<file path="src/rtl/sort_pkg.sv">
// Shared definitions for the in-place bubble-sort memory master:
// default widths and the controller state encoding.
package sort_pkg;

  localparam int DEF_DATA_W = 32;
  localparam int DEF_ADDR_W = 32;
  localparam int DEF_DEPTH  = 32;
  localparam int DEF_CNT_W  = 6;

  typedef enum logic [3:0] {
    S_IDLE,
    S_CHECK,
    S_LD_A,
    S_LD_B,
    S_CMP,
    S_WR_LO,
    S_WR_HI,
    S_NEXT,
    S_FIN
  } state_t;

endpackage

</file>
<file path="src/rtl/sort_mem_master.sv">
// Bubble-sort engine that owns the data-memory port while busy, sorting
// count words at base_addr ascending (unsigned) with early exit on a clean pass.
module sort_mem_master
  import sort_pkg::*;
#(
  parameter int DATA_W = DEF_DATA_W,
  parameter int ADDR_W = DEF_ADDR_W,
  parameter int DEPTH  = DEF_DEPTH,
  parameter int CNT_W  = DEF_CNT_W
) (
  input  logic              clk,
  input  logic              rst_n,
  input  logic              start,
  input  logic [ADDR_W-1:0] base_addr,
  input  logic [CNT_W-1:0]  count,
  output logic [ADDR_W-1:0] mem_addr,
  output logic [DATA_W-1:0] mem_wdata,
  output logic              mem_we,
  input  logic [DATA_W-1:0] mem_rdata,
  output logic              busy,
  output logic              done,
  output logic              err,
  output logic [CNT_W-1:0]  swap_count
);

  state_t state, state_nx;

  logic [ADDR_W-1:0] base_q;
  logic [CNT_W-1:0]  cnt_q;
  logic [CNT_W-1:0]  j_q;
  logic [CNT_W-1:0]  pass_q;
  logic [DATA_W-1:0] a_q;
  logic [DATA_W-1:0] b_q;
  logic              swapped_q;
  logic              err_q;
  logic [CNT_W-1:0]  swap_q;

  logic [ADDR_W-1:0] addr_lo;
  logic [ADDR_W-1:0] addr_hi;
  logic [ADDR_W:0]   span;
  logic [CNT_W:0]    j_inc;
  logic [CNT_W:0]    limit;
  logic              too_short;
  logic              too_far;
  logic              more_in_pass;
  logic              last_pass;

  assign addr_lo   = base_q + ADDR_W'(j_q);
  assign addr_hi   = addr_lo + ADDR_W'(1);
  // One extra bit so a base near the top of the address space cannot wrap past the check.
  assign span      = {1'b0, base_q} + (ADDR_W+1)'(cnt_q);
  assign too_short = cnt_q < CNT_W'(2);
  assign too_far   = span > (ADDR_W+1)'(DEPTH);

  assign j_inc        = {1'b0, j_q} + (CNT_W+1)'(1);
  assign limit        = {1'b0, cnt_q} - (CNT_W+1)'(1) - {1'b0, pass_q};
  assign more_in_pass = j_inc < limit;
  assign last_pass    = ({1'b0, pass_q} + (CNT_W+1)'(1)) == ({1'b0, cnt_q} - (CNT_W+1)'(1));

  assign err        = err_q;
  assign swap_count = swap_q;

  always_ff @(posedge clk or negedge rst_n) begin
    if (!rst_n) begin
      state <= S_IDLE;
    end else begin
      state <= state_nx;
    end
  end

  always_ff @(posedge clk or negedge rst_n) begin
    if (!rst_n) begin
      base_q    <= '0;
      cnt_q     <= '0;
      j_q       <= '0;
      pass_q    <= '0;
      a_q       <= '0;
      b_q       <= '0;
      swapped_q <= 1'b0;
      err_q     <= 1'b0;
      swap_q    <= '0;
    end else begin
      case (state)
        S_IDLE: begin
          if (start) begin
            base_q <= base_addr;
            cnt_q  <= count;
            swap_q <= '0;
            err_q  <= 1'b0;
          end
        end
        S_CHECK: begin
          if (!too_short) begin
            if (too_far) begin
              err_q <= 1'b1;
            end else begin
              pass_q    <= '0;
              j_q       <= '0;
              swapped_q <= 1'b0;
            end
          end
        end
        S_LD_A: a_q <= mem_rdata;
        S_LD_B: b_q <= mem_rdata;
        S_WR_HI: begin
          swapped_q <= 1'b1;
          if (swap_q != '1) begin
            swap_q <= swap_q + CNT_W'(1);
          end
        end
        S_NEXT: begin
          if (more_in_pass) begin
            j_q <= j_q + CNT_W'(1);
          end else if (swapped_q && !last_pass) begin
            pass_q    <= pass_q + CNT_W'(1);
            j_q       <= '0;
            swapped_q <= 1'b0;
          end
        end
        default: ;
      endcase
    end
  end

  // Port outputs are decoded purely from registered state so they settle cleanly each cycle.
  always_comb begin
    state_nx  = state;
    mem_addr  = '0;
    mem_wdata = '0;
    mem_we    = 1'b0;
    busy      = 1'b0;
    done      = 1'b0;
    case (state)
      S_IDLE: begin
        if (start) state_nx = S_CHECK;
      end
      S_CHECK: begin
        busy = 1'b1;
        if (too_short || too_far) state_nx = S_FIN;
        else                      state_nx = S_LD_A;
      end
      S_LD_A: begin
        busy     = 1'b1;
        mem_addr = addr_lo;
        state_nx = S_LD_B;
      end
      S_LD_B: begin
        busy     = 1'b1;
        mem_addr = addr_hi;
        state_nx = S_CMP;
      end
      S_CMP: begin
        busy = 1'b1;
        if (a_q > b_q) state_nx = S_WR_LO;
        else           state_nx = S_NEXT;
      end
      S_WR_LO: begin
        busy      = 1'b1;
        mem_addr  = addr_lo;
        mem_wdata = b_q;
        mem_we    = 1'b1;
        state_nx  = S_WR_HI;
      end
      S_WR_HI: begin
        busy      = 1'b1;
        mem_addr  = addr_hi;
        mem_wdata = a_q;
        mem_we    = 1'b1;
        state_nx  = S_NEXT;
      end
      S_NEXT: begin
        busy = 1'b1;
        if (more_in_pass)                  state_nx = S_LD_A;
        else if (!swapped_q || last_pass)  state_nx = S_FIN;
        else                               state_nx = S_LD_A;
      end
      S_FIN: begin
        done     = 1'b1;
        state_nx = S_IDLE;
      end
      default: state_nx = S_IDLE;
    endcase
  end

endmodule
</file>
<file path="config.mk">
export PLATFORM = sky130hd
export DESIGN_NAME = sort_mem_master
export DESIGN_NICKNAME = d
export VERILOG_FILES = /design/src/rtl/sort_pkg.sv /design/src/rtl/sort_mem_master.sv
export SDC_FILE = /design/constraint.sdc
export NUM_CORES = 1
export LEC_CHECK = 0
export CORE_MARGIN = 1.5
export CORE_UTILIZATION = 45
export CTS_BUF_LIST = sky130_fd_sc_hd__clkbuf_4 sky130_fd_sc_hd__clkbuf_8
export DETAILED_ROUTE_END_ITERATION = 8
export GPL_TIMING_DRIVEN = 0
export PLACE_DENSITY = 0.72
export SYNTH_ARGS = -nofsm -noshare
export SYNTH_HDL_FRONTEND = slang
export SYNTH_SLANG_ARGS = --single-unit
</file>
<file path="constraint.sdc">
create_clock -name clk -period 6 [get_ports clk]
set_input_delay 1.2 -clock clk [delete_from_list [all_inputs] [get_ports clk]]
set_output_delay 1.2 -clock clk [all_outputs]
set_load 0.005 [all_outputs]
</file>
# Word level (Yosys, flattened, before mapping)
# Cells that the tools add are included.
[totals] ff_bits=126 latch_bits=0 ramBits=0 romBits=0 inputBits=73 out_inout_bits=74 elab_cells=93 mem_count=0
[op_classes] addsub=10 multipliers=0 n_div=0 magnitude_cmp=4 n_eq_ne=18 n_shift=0 n_mux=31 bitwise_logic=0 reduce_logical=20
[ops] op="$pmux 32 s2" count=2
[ops] op="$mux 6" count=8
[ops] op="$pmux 6 s2" count=3
[ops] op="$add 32x6->33" count=1
[ops] op="$gt 33x6->1 const B" count=1
[ops] op="$add 32x1->32 const B" count=1
[ops] op="$add 32x6->32" count=1
[ops] op="$gt 32x32->1" count=1
[ops] op="$pmux 4 s8" count=1
[ops] op="$add 6x1->6 const B" count=3
[ops] op="$eq 4x3->1 const B" count=4
[ops] op="$mux 4" count=4
[ops] op="$add 6x1->7 const B" count=2
[ops] op="$ne 2x2->1 const B" count=7
[ops] op="$mux 1" count=10
[ops] op="$reduce_and 5->1" count=2
[ops] op="$eq 4x2->1 const B" count=2
[ops] op="$reduce_and 4->1" count=2
[ops] op="$eq 7x7->1" count=1
[ops] op="$lt 7x7->1" count=1
[ops] op="$reduce_or 7->1" count=1
[ops] op="$sub 6x1->7 const B" count=1
[ops] op="$sub 7x6->7" count=1
[ops] op="$lt 6x2->1 const B" count=1
[ops] op="other kinds (16)" count=22

# Depth between registers and ports, before layout
# Gate-level depths: netlist (run 1).
[depth] depth_word=7 depth_mapped=18

# Worst setup path after synthesis (run 1)
# Ideal clock, no wire load.
[synth_timing] path_kind="flip-flop to output port" from="reg j_q[0]" to="out mem_addr[31]" t_arrival_ns=3.308 setup_slack_ns=1.492 stages_incl_launch_ff=13 cell_sequence="dfrtp_1 > ha_1 > fa_1 > a21o_1 > a211oi_2 > or3_4 > xnor2_4 > nand3b_4 > or4b_4 > buf_6 > nor2_2 > a21boi_1 > o32ai_1"
[synth_between] elab_chain_cells=3
[synth_rtl] item="from (decl)" line_no="sort_mem_master.sv:30" rtl="logic [CNT_W-1:0] j_q;"
[synth_rtl] item="from (signal assigned)" line_no="sort_mem_master.sv:113" rtl="j_q <= j_q + CNT_W'(1);"
[synth_rtl] item="$add 32x6->32 *" line_no="sort_mem_master.sv:48" rtl="assign addr_lo = base_q + ADDR_W'(j_q);"
[synth_rtl] item="$add 32x1->32" line_no="sort_mem_master.sv:49" rtl="assign addr_hi = addr_lo + ADDR_W'(1);"
[synth_rtl] item="$pmux 32 s2 *" line_no="sort_mem_master.sv:133" rtl="case (state)"
[synth_rtl] item="to (decl)" line_no="sort_mem_master.sv:16" rtl="output logic [ADDR_W-1:0] mem_addr,"
# Mark *: on every way between the ends. The rest lies on a longest branch, timed or not.

# Worst setup path in the final report (run 1)
[layout_timing] from="reg base_q[0]" to="out mem_addr[24]"
[layout_between] elab_chain_cells=3
[layout_rtl] item="from (decl)" line_no="sort_mem_master.sv:28" rtl="logic [ADDR_W-1:0] base_q;"
[layout_rtl] item="from (signal assigned)" line_no="sort_mem_master.sv:86" rtl="base_q <= base_addr;"
[layout_rtl] item="$add 32x6->32 *" line_no="sort_mem_master.sv:48"
[layout_rtl] item="$add 32x1->32" line_no="sort_mem_master.sv:49"
[layout_rtl] item="$pmux 32 s2 *" line_no="sort_mem_master.sv:133"
# Marks and branches as above.

==> results of run 1 <==
worst min-delay path, cell delays in order (launching register included):
cell,delay (ns)
dfrtp_1,0.37
nand2_1,0.05
o21ai_0,0.06
kinds of logic (layout without fill, tap and decap cells):
logic type,Yosys count,after routing
AO/OA/AOI/OAI,256,256
adder cells (fa/ha/maj),64,64
flip-flops,126,126
AND/OR/NAND/NOR,434,434
XOR/XNOR,94,94
multiplexers,39,39
buffers and inverters,122,301
timing repair:
item / 4_1_cts / 5_1_grt
hold endpoints to repair: 0 / 0
pin swaps: 0 / 2
gates cloned: 0 / 0
setup endpoints to repair: 3 / 16
gates resized for setup: 3 / 8
sequential cells by signal (all words and copies together), names as in the netlist:
signal      cells
pass_q          6
j_q             6
swap_count      6
a_q            32
base_q         32
err             1
state           4
swapped_q       1
b_q            32
cnt_q           6
area by class of cell:
type                            instances  area, um2
Fill cell                            1917       9070
Multi-Input combinational cell        887       6070
Sequential cell                       126       3150
Timing Repair Buffer                  147       1490
Tap cell                              275        344
Buffer                                 68        327
Clock buffer                           17        234
Inverter                               54        203
Clock inverter                         15        196
final timing paths:
check	from	endpoint	depth (start not counted)
min in group asynchronous	rst_n	base_q[21]$_DFFE_PN0P_	1
max in group asynchronous	rst_n	j_q[4]$_DFFE_PN0P_	2
setup / recovery	base_q[0]$_DFFE_PN0P_	mem_addr[24]	13
setup reg to reg	cnt_q[1]$_DFFE_PN0P_	pass_q[3]$_DFFE_PN0P_	17
hold / removal	err$_DFFE_PN0P_	err$_DFFE_PN0P_	2
hold reg to reg	err$_DFFE_PN0P_	err$_DFFE_PN0P_	2
power groups by stage:
stage	combinational (W)	clock [W]	sequential [W]
final	0.00330	0.000790	0.00146
after detailed placement	0.00323	0	0.00147
after CTS	0.00327	0.000802	0.00145
after global placement	0.00317	0	0.00146
after global routing	0.00364	0.000837	0.00150
after floorplan	0.00224	0	0.00138
layout by cell type, fill, tap and decap left out, types with 5 or more instances in the layout:
master / count
nand2_1: 190
clkdlybuf4s50_1: 145
dfrtp_1: 126
o21ai_0: 67
ha_1: 61
xnor2_1: 55
inv_1: 54
nor2_1: 53
clkbuf_1: 43
xor2_1: 38
nand3_1: 37
a21oi_1: 37
nor3_1: 36
a22o_1: 35
mux2_2: 32
a21o_1: 26
nand4_1: 26
o22ai_1: 25
clkbuf_8: 17
nand2b_1: 15
buf_2: 12
and3_1: 10
buf_4: 9
a211oi_1: 8
o21ai_1: 8
o31ai_1: 7
mux2i_1: 7
or2_2: 7
nor2b_1: 7
clkinv_8: 7
or3_1: 6
and2_1: 6
o21a_1: 6
and4_1: 5
inv_8: 5
per-stage QoR:
stage	setup TNS, ns	setup WS [ns]	hold slack, ns
after floorplan	0	1.49	0.473
after global placement	-180.62	-1.45	0.510
after detailed placement	0	0.475	0.501
after CTS	0	0.0240	0.521
after global routing	0	0.0126	0.571
final	0	0.179	0.510
per-layer routing:
metal  GRT usage, %  vias to the layer above
li1               -                     4353
met3           4.15                       51
met1           35.0                     4335
met4           8.58                        0
met2           41.6                      320
met5              0                        -
==> metrics.txt, run 1 <==
Yosys Warn Count 0; nets about 1400; Async SR Flop Fraction 100%; top layer used by detailed routing met4; Routed met3 length 1820 um; Max Fclk around 170 MHz; Worst Tran Pin Value ~1.2 ns; grt total ovfl 0; deepest clock path buffer count 2; worst rel slew slack 19.1%; Synth Register Bits about 130; Cell Count Post-Placement 1557; Core ar. around 21000 um2; synthesis-to-finish area growth 24.1%; Critical Path Max Stage Delay 0.55 ns; Vias/cell between 5 and 6; Reg clk slew, reported paths about 0.09 ns; I/O pins roughly 150; final hold vios 0; CP delay by family, top compound AO/OA/AOI/OAI gates; layout cell share with drive strength beyond 1 about a tenth; n_diodes 0; RSZ-0062 raised after global routing false; Num CTS Buffers 17; vias in the first global route 8580; CP Capture Type primary output; synthesized net count between 1000 and 1500; Synth Area in Simple Gates around 23%; Clk pwr share roughly 14%; initial antenna violation count 0; top-count cell post-synth nand2_1; Residual DRC 0; Post-synth EDFFs 0; power per cell area 462 nW/um2; sw power roughly 0.0026 W; CTS tree yes; Initial Util about 46%; Pwr Total ~0.0055 W; share of the synthesized area in the top cell type between 30% and 40%; Hold WC Path Type flip-flop to flip-flop; Design Area, Final ~12000 um2; chip height ~150 um; overall global routing resource usage 25.7%; Max Cap Viol 0; Distinct cells, synth 78; DR pass1 iterations 7; Final Setup Violations 0; ys flop type dfrtp_1; Routed WL per cell approximately 18 um; sequential power share a little over a quarter; Synth Area in Adders 8.51%; Worst EP required ~4.8 ns; R2R setup slack roughly 1.9 ns; Post-CTS Hold Buffers 0; CP Buf/Inv Count 2; XOR/XNOR Fraction of Synth Area approximately 8.7%; Final Util approximately 57%; status finished, final reports clean; crit start category flip-flop; Met2 Routed Length 13200 um; die footprint 22400 um2; Leak 5.22 nW; H-tree level count 4; final worst-path cycle share ~97%; P_int between 0.002 and 0.003 W; sequential share of the synthesized area about 33%; peak supply drop about 200 uV; proportion of synthesized area in mux cells ~4.4%; Syn Area/Cell about 8.5 um2; main combinational cell family by area after synthesis simple AND/OR/NAND/NOR gates; worst-path cell chain ha_1, fa_2, a21o_1, a211o_1, a311oi_1, a32o_1, a31o_2, or4b_4, buf_6, nor3_1, xor2_1, o22ai_1, clkdlybuf4s50_1; Area contributors post-synth dfrtp_1 33%, ha_1 7.9%, nand2_1 7.4%, xnor2_1 5.0%, mux2_2 3.7%; I/O Buffers 146; Die X around 150 um; first-pass GRT wire length between 40000 and 50000 um; fin crit period roughly 5.8 ns; pin count of the biggest net entering global routing between 90 and 100; via count roughly 9100; post-CTS setup buffer count 0; Final GP Congestion between 0.9 and 1; DRT met1 WL ~13000 um; Slew Limit Fails 0; CP Max Fanout 7; Detail Placement HPWL ~22000 um; DRC marker count from the first detailed-route iteration between 700 and 800; row cnt 53; total length of routed wires 28500 um; Worst-Skew Late Latency 0.48 ns; Mapped Cells ~1100; placed cell area between 10000 and 15000 um2; CP max stage cell clkdlybuf4s50_1; Post-synth top cells 190 x nand2_1, 126 x dfrtp_1, 67 x o21ai_0; critical path type flip-flop to primary output; Post-DRT Antenna Nets 0; Net Sw Frac 46.7%; CTS Sinks between 100 and 150; Netlist Area Pre-Place a little under 10000 um2; Synth area leader dfrtp_1; Comb pwr share between 50% and 60%; clock skew 0.0297 ns; Root Driver clkbuf_8; Synth Area in Compound Gates between 15 and 20%; fin cells 1589; Critical Path AT approximately 4.6 ns
Power figures use the tool's default switching activity.
==> run 2: changes to the inputs <==
Settings changed: PLACE_DENSITY 0.72 to 0.64.
==> run 2 against run 1 <==
Largest cell class unchanged. Critical path type unchanged. Clock skew shrank 0.014 ns. Combinational power is essentially flat. Non-clock buffer count unchanged. Critical endpoint is now mem_addr[25].
==> metrics.txt, run 2 (same netlist as run 1, synthesis figures left out) <==
status finished, final reports clean; DR pass1 iterations 5 (-2); pin count of the biggest net entering global routing 97 (+2.1%); Final Util 57.1% (+0.095 points); vias in the first global route 8560 (-0.23%); CP Buf/Inv Count 2 (unchanged); die footprint 22400 um2 (unchanged); power per cell area 464 nW/um2 (+0.53%); via count 8977 (-0.91%); Die X 150 um (unchanged); Post-DRT Antenna Nets 0 (unchanged); nets 1438 (unchanged); Final GP Congestion 0.890 (-3.0%); Routed WL per cell 17.8 um (-0.64%); deepest clock path buffer count 2 (unchanged); total length of routed wires 28300 um (-0.70%); Leak 5.24 nW (+0.29%); Worst Tran Pin Value 0.994 ns (-0.210 ns); Worst EP required 4.80 ns (about the same); Core ar. 21100 um2 (unchanged); synthesis-to-finish area growth 24.3%; commonest non-fill, non-tap cell in the layout nand2_1; Reg clk slew, reported paths 0.08 ns (about the same); I/O pins 147 (unchanged); Worst-Skew Late Latency 0.48 ns (about the same); Root Driver clkbuf_8; Critical Path Max Stage Delay 0.54 ns (about the same); post-CTS setup buffer count 0 (unchanged); worst-path cell chain ha_1, fa_2, a21o_2, a211oi_4, nor2_1, nand2_1, xor2_1, or4b_4, buf_6, nor4_2, xor2_1, o22ai_1, clkdlybuf4s50_1; CP Max Fanout 7 (unchanged); Max Cap Viol 0 (unchanged); CTS Sinks 126 (unchanged); chip height 150 um (unchanged); M1 GR Usage 36.4% (+1.3 points); Vias/cell 5.65 (-0.84%); cells on worst reg2reg path 17 (unchanged); final hold vios 0 (unchanged); first-pass GRT wire length 45100 um (+0.66%); Critical Path AT 4.57 ns (-0.05 ns); Initial Util 45.9% (unchanged); FF-to-FF Start cnt_q[1]$_DFFE_PN0P_; WHS 0.524 ns (+0.0140 ns); Num CTS Buffers 17 (unchanged); r2r endpoint pass_q[3]$_DFFE_PN0P_; n_diodes 0 (unchanged); Worst Hold End err$_DFFE_PN0P_; layout cell share with drive strength beyond 1 10.1% (+0.24 points); R2R setup slack 1.92 ns (+0.05 ns); H-tree level count 4 (unchanged); Max Fclk 173 MHz (+0.91%); Hold WC Path Type flip-flop to flip-flop; Pwr Total 0.00558 W (+0.70%); CP delay by family, top simple AND/OR/NAND/NOR gates; Final Setup Violations 0 (unchanged); Hold Startpoint err$_DFFE_PN0P_; CTS tree yes; grt peak-use layer met2; Worst path most repeated cell xor2_1; top flop regs a_q: 32 flops, b_q: 32 flops, base_q: 32 flops; grt total ovfl 0 (unchanged); overall global routing resource usage 25.9% (+0.21 points); crit start category flip-flop; GR Util met2 40.6% (-1.0 points); worst rel slew slack 33.5% (+14 points); most frequent cells in the layout 190 x nand2_1, 145 x clkdlybuf4s50_1, 126 x dfrtp_1, 67 x o21ai_0, 61 x ha_1; DRC marker count from the first detailed-route iteration 572 (-24%); final worst-path cycle share 96.1% (-0.88 points); GR Util met3 3.93% (-0.21 points); Detail Placement HPWL 21500 um (-0.96%); initial antenna violation count 1 (+1); fin crit period 5.77 ns (-0.0527 ns); clock skew 0.0153 ns (-0.0144 ns); RSZ-0062 raised after global routing false; critical path type flip-flop to primary output; I/O Buffers 146 (unchanged); Residual DRC 0 (unchanged); CP max stage cell clkdlybuf4s50_1; Slew Limit Fails 0 (unchanged); CP Capture Type primary output; Hold Crit Depth 2 (unchanged); row cnt 53 (unchanged); peak supply drop 182 uV (-7.6%)
## run 2: cell types whose count changed in the layout (fill, tap and decap cells not counted), sizes merged
cell    previous run  this run
bufinv             0         4
clkinv             8         5
inv               61        59
## run 2: area by class of cell
class | instances | area (um2)
plain buffers | 68 | 327
clock buffers | 17 | 234
clock inverters | 14 | 206
fillers | 1965 | 9050
inverters | 54 | 203
multi-input cells | 887 | 6080
flip-flops and latches | 126 | 3150
well taps | 275 | 344
repair buffers | 147 | 1490
## run 2: layer usage
layer,wire length [um],vias up,part of all wire (%)
met5,0,-,0
met4,726,0,2.6
met3,1550,55,5.5
met2,12800,289,45
met1,13300,4270,47
li1,-,4363,-
## run 2: worst max path at each step
stage,start,to,slack [ns],cells past startpoint
2_1_floorplan,j_q[0]$_DFFE_PN0P_,mem_addr[31],1.49,12
6_report,j_q[0]$_DFFE_PN0P_,mem_addr[25],0.23,13
5_1_grt,j_q[0]$_DFFE_PN0P_,mem_addr[31],0.03,13
3_3_place_gp,rst_n,pass_q[5]$_DFFE_PN0P_,-1.47,1
3_5_place_dp,j_q[0]$_DFFE_PN0P_,mem_addr[20],0.43,12
4_1_cts,j_q[0]$_DFFE_PN0P_,mem_addr[20],0.002,12
## run 2: worst min-delay path: cells and delay by family (launching register included)
kind	cells	cell delay, ns
AOI/OAI and AO/OA	1	0.06
DFF	1	0.37
and+or+nand+nor	1	0.06
## run 2: repair_timing
action	4_1_cts	5_1_grt
setup endpoints to repair	5	18
pin swaps	0	3
resized for setup	2	12
hold buffers	0	0
hold endpoints to repair	0	0
## run 2: stage by stage
| step | instances | setup slack (ns) | setup TNS, ns | instance area [um2] |
|---|---|---|---|---|
| finish | 1588 | 0.231 | 0 | 12000 |
| global route | 1588 | 0.0328 | 0 | 12000 |
| CTS | 1588 | 0.00225 | 0 | 12000 |
| detailed placement | 1557 | 0.427 | 0 | 11500 |
| global placement | 1556 | -1.47 | -183.73 | 11500 |
| floorplan | 1135 | 1.49 | 0 | 9680 |
## run 2: power breakdown
group / internal, W / switching, W
clock: 0.000460 / 0.000391
combinational: 0.00145 / 0.00183
sequential: 0.00118 / 0.000269
